==> src/rtl/sdram_defs.sv <==
// Shared definitions for the SDRAM init responder: command codes, stage encodings,
// violation codes and the sampled control-bus payload.
package sdram_defs;

  localparam int unsigned CMD_W     = 3;
  localparam int unsigned ADDR_W    = 13;
  localparam int unsigned BANK_W    = 2;
  localparam int unsigned NUM_BANKS = 4;
  localparam int unsigned GAP_W     = 4;
  localparam int unsigned CODE_W    = 4;
  localparam int unsigned A10_BIT   = 10;
  localparam int unsigned A8_BIT    = 8;

  localparam logic [CMD_W-1:0] CMD_MRST = 3'b000;
  localparam logic [CMD_W-1:0] CMD_ARSR = 3'b001;
  localparam logic [CMD_W-1:0] CMD_PRCH = 3'b010;
  localparam logic [CMD_W-1:0] CMD_ACTV = 3'b011;
  localparam logic [CMD_W-1:0] CMD_WRIT = 3'b100;
  localparam logic [CMD_W-1:0] CMD_READ = 3'b101;
  localparam logic [CMD_W-1:0] CMD_BTRM = 3'b110;
  localparam logic [CMD_W-1:0] CMD_NOOP = 3'b111;

  localparam logic [CODE_W-1:0] ERR_NONE     = 4'd0;
  localparam logic [CODE_W-1:0] ERR_CKE_LOW  = 4'd1;
  localparam logic [CODE_W-1:0] ERR_ORDER    = 4'd2;
  localparam logic [CODE_W-1:0] ERR_GAP      = 4'd3;
  localparam logic [CODE_W-1:0] ERR_OPERAND  = 4'd4;
  localparam logic [CODE_W-1:0] ERR_CLOSED   = 4'd5;
  localparam logic [CODE_W-1:0] ERR_OPEN     = 4'd6;
  localparam logic [CODE_W-1:0] ERR_CKE_RUN  = 4'd7;

  typedef enum logic [3:0] {
    S_PWR  = 4'd0,
    S_PRE1 = 4'd1,
    S_EMRS = 4'd2,
    S_MRS1 = 4'd3,
    S_PRE2 = 4'd4,
    S_REF1 = 4'd5,
    S_REF2 = 4'd6,
    S_MRS2 = 4'd7,
    S_RUN  = 4'd8
  } stage_e;

  typedef struct packed {
    logic              cke;
    logic [CMD_W-1:0]  cmd;
    logic [ADDR_W-1:0] addr;
    logic [BANK_W-1:0] bank;
  } cmd_bus_t;

  function automatic logic is_noop(input logic [CMD_W-1:0] c);
    return c == CMD_NOOP;
  endfunction

endpackage

==> src/rtl/sdram_init_responder_if.sv <==
// SDRAM control-bus pins as seen by the device: controller drives, responder samples.
interface sdram_init_responder_if;
  import sdram_defs::*;

  logic              CKE;
  logic [CMD_W-1:0]  COMMAND_PIN;
  logic [ADDR_W-1:0] ADDRESS_PIN;
  logic [BANK_W-1:0] BANK_PIN;

  modport master (output CKE, COMMAND_PIN, ADDRESS_PIN, BANK_PIN);
  modport slave  (input  CKE, COMMAND_PIN, ADDRESS_PIN, BANK_PIN);
endinterface

==> src/rtl/sdram_bank_tracker.sv <==
// Per-bank row-open tracking with closed-bank access and double-activate checks.
module sdram_bank_tracker
  import sdram_defs::*;
(
  input  logic                 CLK_n,
  input  logic                 RST,
  input  logic                 en,
  input  logic [CMD_W-1:0]     cmd,
  input  logic [BANK_W-1:0]    bank,
  input  logic                 a10,
  output logic [NUM_BANKS-1:0] bank_open,
  output logic [CODE_W-1:0]    code_c
);

  logic [NUM_BANKS-1:0] open_q;
  logic [NUM_BANKS-1:0] open_nxt;

  always_ff @(posedge CLK_n) begin
    if (!RST) open_q <= '0;
    else      open_q <= open_nxt;
  end

  // An errored ACTV leaves the bank state as it was.
  always_comb begin
    open_nxt = open_q;
    code_c   = ERR_NONE;
    if (en) begin
      case (cmd)
        CMD_ACTV: begin
          if (open_q[bank]) code_c = ERR_OPEN;
          else              open_nxt[bank] = 1'b1;
        end
        CMD_READ, CMD_WRIT: begin
          if (!open_q[bank]) code_c = ERR_CLOSED;
        end
        CMD_PRCH: begin
          if (a10) open_nxt = '0;
          else     open_nxt[bank] = 1'b0;
        end
        default: ;
      endcase
    end
  end

  assign bank_open = open_q;

endmodule

==> src/rtl/sdram_init_responder.sv <==
// Device-side SDRAM bus responder: decodes the power-up sequence, tracks mode registers
// and open banks, enforces command spacing and latches the first protocol violation.
module sdram_init_responder
  import sdram_defs::*;
#(
  parameter int unsigned MIN_GAP = 2
) (
  input  logic                  CLK_n,
  input  logic                  RST,
  sdram_init_responder_if.slave bus,
  output logic                  INIT_DONE,
  output logic [ADDR_W-1:0]     MODE_REG,
  output logic [ADDR_W-1:0]     EXT_MODE_REG,
  output logic [2:0]            CAS_LATENCY,
  output logic [2:0]            BURST_LEN,
  output logic [NUM_BANKS-1:0]  BANK_OPEN,
  output logic                  ERR,
  output logic [CODE_W-1:0]     ERR_CODE
);

  cmd_bus_t pin_c;
  assign pin_c = '{cke: bus.CKE, cmd: bus.COMMAND_PIN, addr: bus.ADDRESS_PIN, bank: bus.BANK_PIN};

  stage_e              stage_q, stage_nxt;
  logic [GAP_W-1:0]    gap_q, gap_nxt;
  logic [ADDR_W-1:0]   mode_q, mode_nxt;
  logic [ADDR_W-1:0]   ext_q, ext_nxt;
  logic                done_q, done_nxt;
  logic                err_q, err_nxt;
  logic [CODE_W-1:0]   code_q, code_nxt;
  logic [CODE_W-1:0]   viol_c;
  logic [CODE_W-1:0]   trk_code_c;
  logic [NUM_BANKS-1:0] bank_open;
  logic                is_cmd_c;
  logic                gap_bad_c;
  logic                trk_en_c;
  logic                a10_c;
  logic                a8_c;

  assign is_cmd_c  = !is_noop(pin_c.cmd);
  assign gap_bad_c = is_cmd_c && (gap_q < GAP_W'(MIN_GAP));
  assign a10_c     = pin_c.addr[A10_BIT];
  assign a8_c      = pin_c.addr[A8_BIT];
  assign trk_en_c  = (stage_q == S_RUN) && pin_c.cke &&
                     ((pin_c.cmd == CMD_ACTV) || (pin_c.cmd == CMD_READ) ||
                      (pin_c.cmd == CMD_WRIT) || (pin_c.cmd == CMD_PRCH));

  sdram_bank_tracker u_bank_tracker (
    .CLK_n     (CLK_n),
    .RST       (RST),
    .en        (trk_en_c),
    .cmd       (pin_c.cmd),
    .bank      (pin_c.bank),
    .a10       (a10_c),
    .bank_open (bank_open),
    .code_c    (trk_code_c)
  );

  always_ff @(posedge CLK_n) begin
    if (!RST) begin
      stage_q <= S_PWR;
      gap_q   <= '1;
      mode_q  <= '0;
      ext_q   <= '0;
      done_q  <= 1'b0;
      err_q   <= 1'b0;
      code_q  <= ERR_NONE;
    end else begin
      stage_q <= stage_nxt;
      gap_q   <= gap_nxt;
      mode_q  <= mode_nxt;
      ext_q   <= ext_nxt;
      done_q  <= done_nxt;
      err_q   <= err_nxt;
      code_q  <= code_nxt;
    end
  end

  // Stage sequencing, register capture and violation priority.
  always_comb begin
    stage_nxt = stage_q;
    gap_nxt   = gap_q;
    mode_nxt  = mode_q;
    ext_nxt   = ext_q;
    done_nxt  = done_q;
    err_nxt   = err_q;
    code_nxt  = code_q;
    viol_c    = ERR_NONE;

    if (is_cmd_c)          gap_nxt = '0;
    else if (gap_q != '1)  gap_nxt = gap_q + GAP_W'(1);

    case (stage_q)
      S_PWR: begin
        if (!pin_c.cke) begin
          if (is_cmd_c) viol_c = ERR_CKE_LOW;
        end else begin
          stage_nxt = S_PRE1;
        end
      end
      S_PRE1, S_PRE2: begin
        if (is_cmd_c) begin
          if (pin_c.cmd != CMD_PRCH) viol_c = ERR_ORDER;
          else if (!a10_c)           viol_c = ERR_OPERAND;
          else                       stage_nxt = (stage_q == S_PRE1) ? S_EMRS : S_REF1;
        end
      end
      S_EMRS: begin
        if (is_cmd_c) begin
          if (pin_c.cmd != CMD_MRST)     viol_c = ERR_ORDER;
          else if (pin_c.bank != 2'd1)   viol_c = ERR_OPERAND;
          else begin
            ext_nxt   = pin_c.addr;
            stage_nxt = S_MRS1;
          end
        end
      end
      S_MRS1, S_MRS2: begin
        if (is_cmd_c) begin
          if (pin_c.cmd != CMD_MRST) viol_c = ERR_ORDER;
          else if ((pin_c.bank != 2'd0) || (a8_c != (stage_q == S_MRS1))) viol_c = ERR_OPERAND;
          else begin
            mode_nxt = pin_c.addr;
            if (stage_q == S_MRS1) begin
              stage_nxt = S_PRE2;
            end else begin
              done_nxt  = 1'b1;
              stage_nxt = S_RUN;
            end
          end
        end
      end
      S_REF1, S_REF2: begin
        if (is_cmd_c) begin
          if (pin_c.cmd != CMD_ARSR) viol_c = ERR_ORDER;
          else                       stage_nxt = (stage_q == S_REF1) ? S_REF2 : S_MRS2;
        end
      end
      S_RUN: begin
        if (!pin_c.cke) begin
          viol_c = ERR_CKE_RUN;
        end else if (is_cmd_c) begin
          case (pin_c.cmd)
            CMD_ARSR: if (|bank_open) viol_c = ERR_ORDER;
            CMD_MRST: begin
              if (pin_c.bank == 2'd0)      mode_nxt = pin_c.addr;
              else if (pin_c.bank == 2'd1) ext_nxt  = pin_c.addr;
            end
            default:  viol_c = trk_code_c;
          endcase
        end
      end
      default: stage_nxt = S_PWR;
    endcase

    if ((viol_c == ERR_NONE) && gap_bad_c) viol_c = ERR_GAP;

    if (!err_q && (viol_c != ERR_NONE)) begin
      err_nxt  = 1'b1;
      code_nxt = viol_c;
    end
  end

  assign INIT_DONE    = done_q;
  assign MODE_REG     = mode_q;
  assign EXT_MODE_REG = ext_q;
  assign CAS_LATENCY  = mode_q[6:4];
  assign BURST_LEN    = mode_q[2:0];
  assign BANK_OPEN    = bank_open;
  assign ERR          = err_q;
  assign ERR_CODE     = code_q;

endmodule

==> src/flat_wrapper.sv <==
// flat-port wrapper written by rule: the top's interface ports become plain ports
module sdram_init_responder_flat import sdram_defs::*;
#(
  parameter int unsigned MIN_GAP = 2
)
  (CLK_n, RST, INIT_DONE, MODE_REG, EXT_MODE_REG, CAS_LATENCY, BURST_LEN, BANK_OPEN, ERR, ERR_CODE, bus_CKE, bus_COMMAND_PIN, bus_ADDRESS_PIN, bus_BANK_PIN);
  sdram_init_responder_if bus_i ();
  input  logic CLK_n;
  input  logic RST;
  output logic INIT_DONE;
  output logic [ADDR_W-1:0] MODE_REG;
  output logic [ADDR_W-1:0] EXT_MODE_REG;
  output logic [2:0] CAS_LATENCY;
  output logic [2:0] BURST_LEN;
  output logic [NUM_BANKS-1:0] BANK_OPEN;
  output logic ERR;
  output logic [CODE_W-1:0] ERR_CODE;
  input wire logic [$bits(bus_i.CKE)-1:0] bus_CKE;
  input wire logic [$bits(bus_i.COMMAND_PIN)-1:0] bus_COMMAND_PIN;
  input wire logic [$bits(bus_i.ADDRESS_PIN)-1:0] bus_ADDRESS_PIN;
  input wire logic [$bits(bus_i.BANK_PIN)-1:0] bus_BANK_PIN;
  assign bus_i.CKE = bus_CKE;
  assign bus_i.COMMAND_PIN = bus_COMMAND_PIN;
  assign bus_i.ADDRESS_PIN = bus_ADDRESS_PIN;
  assign bus_i.BANK_PIN = bus_BANK_PIN;
  sdram_init_responder #(.MIN_GAP(MIN_GAP)) u_core (.CLK_n(CLK_n), .RST(RST), .bus(bus_i), .INIT_DONE(INIT_DONE), .MODE_REG(MODE_REG), .EXT_MODE_REG(EXT_MODE_REG), .CAS_LATENCY(CAS_LATENCY), .BURST_LEN(BURST_LEN), .BANK_OPEN(BANK_OPEN), .ERR(ERR), .ERR_CODE(ERR_CODE));
endmodule
==> config.mk <==
export PLATFORM = sky130hd
export DESIGN_NAME = sdram_init_responder_flat
export DESIGN_NICKNAME = d
export VERILOG_FILES = /design/src/rtl/sdram_defs.sv /design/src/rtl/sdram_init_responder_if.sv /design/src/rtl/sdram_bank_tracker.sv /design/src/rtl/sdram_init_responder.sv /design/src/flat_wrapper.sv
export SDC_FILE = /design/constraint.sdc
export NUM_CORES = 1
export LEC_CHECK = 0
export ABC_AREA = 1
export BUFFER_PORTS_ARGS = -buffer_cell sky130_fd_sc_hd__buf_2
export CORE_UTILIZATION = 43
export CTS_BUF_LIST = sky130_fd_sc_hd__clkbuf_4 sky130_fd_sc_hd__clkbuf_8 sky130_fd_sc_hd__clkbuf_16
export DETAILED_ROUTE_END_ITERATION = 16
export PLACE_DENSITY = 0.75
export SLEW_MARGIN = 20
export SYNTH_ARGS = -nofsm -noshare
export SYNTH_HDL_FRONTEND = slang
export SYNTH_SLANG_ARGS = --single-unit
==> constraint.sdc <==
create_clock -name CLK_n -period 2.7 [get_ports CLK_n]
set_input_delay 0.135 -clock CLK_n [delete_from_list [all_inputs] [get_ports CLK_n]]
set_output_delay 0.135 -clock CLK_n [all_outputs]
set_load 0.005 [all_outputs]
; Word level (Yosys, flattened, before mapping)
; Index checks and enable logic that the tools add are counted.
[totals]
reg_bits = 44
input_bits = 21
output_inout_bits = 42
[classes]
n_addsub = 1
magnitude_cmp = 3
eq_ne = 40
muxes = 65
n_bitwise = 8
reduce_logical = 32
[ops]
columns = cell, count
row1 = 2-to-1 mux 13 bit, 15
row2 = 2-to-1 mux 4 bit, 28
row3 = case mux 13 bit (2 select lines), 2
row4 = case mux 4 bit (6 select lines), 2
row5 = "inequality test 2 bit, second input constant", 20
row6 = 2-to-1 mux 3 bit, 7
row7 = "== test 4 x 3 -> 1 bit, second input constant", 4
row8 = case mux 4 bit (2 select lines), 2
row9 = AND reduction 13 bit, 1
row10 = "== test 3 bit, second input constant", 3
row11 = AND reduction 9 bit, 1
row12 = "== test 4 x 2 -> 1 bit, second input constant", 2
row13 = logical NOT 4 bit, 2
row14 = AND reduction 8 bit, 1
row15 = nonzero test 2 bit, 4
row16 = OR reduction 2 bit, 4
row17 = "== test 3 x 2 -> 1 bit, second input constant", 2
row18 = logical AND 1 bit, 6
row19 = case mux 3 bit (2 select lines), 1
row20 = inverter 1 bit, 5
row21 = AND reduction 5 bit, 1
row22 = "adder 4 x 1 -> 4 bit, second input constant", 1
row23 = AND 4 bit, 1
row24 = "== test 4 x 1 -> 1 bit, second input constant", 1
row25 = other kinds (25), 33

; Depth between registers and ports, before layout
[logic_depth]
depth_word = 15
mapped_depth = 14
ltp_nobuf = 14

; Cells and area by module
; A second synthesis with hierarchy kept.
[unflattened]
cells_unflattened = 365
area_unflattened_um2 = 2472.4
[modules_own_cells]
columns = module, n_inst, cells_each, area_per_inst_um2
row1 = sdram_init_responder, 1, 294, 2065.7
row2 = sdram_bank_tracker, 1, 71, 406.6

; Worst setup path after synthesis
; OpenSTA, ideal clock, no wires.
[synth_path]
kind = reg2reg
startpoint = register u_core.stage_q[1]
endpoint = register u_core.ext_q[11], in the netlist u_core.EXT_MODE_REG[11]
setup_ns = 0.116
arrival_time_ns = 1.427
t_required_ns = 2.584
setup_slack_ns = 1.157
stages_incl_launch_ff = 11
path_buffers = 1
synth_period_minus_slack_ns = 1.543
cell_sequence = dfxtp_1 nor2_2 nand3_2 nor2_2 nor2_1 and2_1 nand2_1 inv_2 buf_2 nor2_1 nor2_1
[synth_via]
elab_chain_len = 3
word_cells_on_any_way = 13
classes_between = eq/ne (10) / mux (1) / reduce/logical (2)
[synth_lines]
columns = item, line_no
row1 = from (decl), sdram_init_responder.sv:24  ; stage_e stage_q, stage_nxt;
row2 = from (signal assigned), sdram_init_responder.sv:69  ; stage_q <= stage_nxt;
row3 = == test 4 bit or == test 4 x 2 -> 1 bit (tied branches), sdram_init_responder.sv:93  ; case (stage_q)
row4 = inequality test 2 bit (no line) or nonzero test 2 bit (tied branches), n/a
row5 = AND reduction 9 bit (no line), n/a
row6 = to (signal assigned), sdram_init_responder.sv:72  ; ext_q <= ext_nxt;
row7 = to (decl), sdram_init_responder.sv:27  ; logic [ADDR_W-1:0] ext_q, ext_nxt;
; Parallel ways exist; a longest one is shown, timed or not.
; A chain may end at the register's enable or synchronous reset.

; Worst setup path after layout
[layout_path]
startpoint = register u_core.stage_q[1]
endpoint = register u_core.ext_q[8], in the netlist u_core.EXT_MODE_REG[8]
; Same word-level chain as after synthesis.

==> reports/qor.txt <==
Via count: 2181
Clock slew at reported path FFs: 0.08 ns
Maximum clock frequency: 0.505 GHz
Data arrival, critical path: 2.16 ns
Clock skew: 0.00913 ns
Number of port buffers: 61
Fill cells: 478
Ant diodes: 0
Register area share after synthesis: 39.9%
DR iter-0 viols: 90
Clock Path Buffers: 2
Yosys warns: 0
Post-synthesis net count: 340
Root buffer cell: clkbuf_8
CTS Buf Count: 5
GPL Wtd Cong: 0.890
Vias in the first global route: 1845
Crit path cell chain: nor2_2, nand3_2, nor2_2, nor2_1, and2_1, nand2_1, inv_2, o21ai_0, a21oi_1
Worst slew margin: 57.4%
Net Sw Power: 711 uW
Post-synth EDFFs: 0
CTS HTree Levels: 2
CP max stage delay: 0.34 ns
Starting Density: 45.1%
Hold Buf Count CTS: 0
Post-synth top cells: inv_1 (47), dfxtp_1 (43), nor2_1 (43), nand2_1 (37), o21ai_0 (30)
Avg WL per Cell: 11.2 um
Post-route DRC: 0
Maximum VDD drop: 0.302 mV
Setup bufs post-CTS: 0
Power Internal: 1.31 mW
Max FO, Critical Path: 15
Critical path type: reg2reg
RSZ-0062 raised after global routing: false
Leak: 1.28 nW
Core box area: 4790 sq um
Top_reg_cell synth: dfxtp_1
Routed WL: 4.91 mm
Final setup vio count: 0
# rows: 25
Critical path's slowest cell: dfxtp_1
Multi-input gate area: 1000 sq um
CTS resizes: 0
Die area: 5300 sq um
Die Wd: 72.8 um
Placed cells: 431
Status: finished clean
CP Launch Type: register
Final Critical Period: 1.98 ns
Final period util: 73.3%
Max-cap violations: 0
Async S/R FF share, synth: 0%
Synth top area cells: dfxtp_1 (40%), inv_1 (8.2%), nor2_1 (7.5%)
Drt via density: 4.97
GR Util All Layers: 19.4%
First-pass DRT Iterations: 4
Share of cells above drive strength 1: 22.6%
Slew @ Worst Pin: 0.639 ns
Hold Crit Class: in2reg
Flops & latches, synth: 43
CP required: 2.88 ns
CTS sink count: 43
Post-Syn Instances: 318
Hold violation count in the final report: 0
Clk Latency, worst-skew pair: 0.29 ns
CP Capture Type: register
Die height: 72.8 um
Mapped Area: 2160 sq um
Pin count of the biggest net entering global routing: 42
I/O pin total: 63
Top-count cell post-synth: inv_1
Mean Syn Cell Area: 6.78 sq um
Clock power frac: 24.4%
Area occupied by registers: 861 sq um
CP delay by family, top: simple AND/OR/NAND/NOR gates
Setup tns final: 0 ns
PD cells: 788 nW/um^2
Sw Share: 35.1%
Final nets: 393
Synthesis-to-layout area growth: 19.2%
CP most frequent cell: nor2_2
Non-filler cells, final: 439
Global-route wire length before repair: 8.01 mm
Final HPWL DP: 3.72 mm
Remaining global-route overflow: 0
Buf/Inv on CP: 1
CTS tree: yes
Comb pwr share: 33.9%
Synth unique cells: 30
Final ANT Viol Nets: 0
Initial antenna violation count: 0
Yosys top cell area share: 39.9%
Leading area contributor after synthesis: dfxtp_1
Part of the power in registers: 41.7%
Pins Over Slew Limit: 0
-- logic make-up after synthesis --
family | Yosys count | share of synthesized area (%)
XOR/XNOR | 1 | 0.406
other | 1 | 0.174
buffers and inverters | 70 | 13.6
adder cells (fa/ha/maj) | 1 | 0.580
AO/OA/AOI/OAI | 75 | 18.4
flip-flops | 43 | 39.9
AND/OR/NAND/NOR | 127 | 26.9
-- worst reg2reg max path: stages, from the launching register on --
cell and delay (ns):
dfxtp_1 0.34, nor2_2 0.21, nand3_2 0.18, nor2_2 0.20, nor2_1 0.08, and2_1 0.15
nand2_1 0.26, inv_2 0.19, o21ai_0 0.21, a21oi_1 0.05
-- sequential cells by signal, summed over array words and instances, names as in the netlist --
signal                           cells
u_core.ERR                           1
u_core.ERR_CODE                      3
u_core.EXT_MODE_REG                 13
u_core.INIT_DONE                     1
u_core.MODE_REG                     13
u_core.gap_q                         4
u_core.stage_q                       4
u_core.u_bank_tracker.bank_open      4
-- placed cells by master (no fill, tap or decap), types with 2 or more instances in the layout --
master     n
nor3_2     3
a31oi_1    2
nor4_1     2
dfxtp_1   43
nand2_1   37
nor2_2     3
a21oi_1   27
o21ai_1    9
o21ai_0   30
buf_2     61
clkbuf_8   5
nand4_1    6
nor2_1    43
inv_2      7
inv_1     47
nand3_1   25
nor3_1     3
o211ai_1   5
-- power groups by stage --
stage	sequential [mW]	clock (mW)	combinational, mW
after floorplan	0.867	0	0.472
after global placement	0.857	0	0.677
after detailed placement	0.861	0	0.688
after CTS	0.846	0.513	0.692
after global routing	0.865	0.547	0.795
final	0.845	0.495	0.686
-- through the flow --
step	utilization, %	cell area [sq um]	setup slack [ns]	power [mW]	hold slack [ns]
floorplan	-	2160	1.16	1.34	0.273
global placement	51.4	2460	0.824	1.53	0.407
detailed placement	51.4	2460	0.744	1.55	0.414
CTS	53.7	2570	0.723	2.05	0.102
global route	53.7	2570	0.503	2.21	0.123
finish	53.7	2570	0.720	2.03	0.109
-- routing by layer --
layer,wire (um),vias to the layer above,part of all wire [%],global-route usage (%)
li1,-,1135,-,-
met1,2230,960,45,24.2
met2,2280,79,46,32.0
met3,330,7,6.7,4.83
met4,67,0,1.4,7.63
met5,0,-,0,0
-- worst paths after layout --
check,startpoint,to,slack (ns),depth (start not counted)
max,u_core.stage_q[1]$_SDFFE_PN0P_,u_core.EXT_MODE_REG[8]$_SDFFE_PN0P_,0.72,9
min,bus_ADDRESS_PIN[1],u_core.EXT_MODE_REG[1]$_SDFFE_PN0P_,0.11,3
max reg2reg,u_core.stage_q[1]$_SDFFE_PN0P_,u_core.EXT_MODE_REG[8]$_SDFFE_PN0P_,0.72,9
min reg2reg,u_core.MODE_REG[7]$_SDFFE_PN0P_,u_core.MODE_REG[7]$_SDFFE_PN0P_,0.45,2
-- layout make-up --
type	count	area share, %
clock buffers	5	2.68
clock inverters	3	1.70
inverters	55	8.03
multi-input cells	205	39.0
flip-flops and latches	43	33.5
well taps	67	3.26
repair buffers	61	11.9
Note: power is estimated with default switching activity, not from simulation.
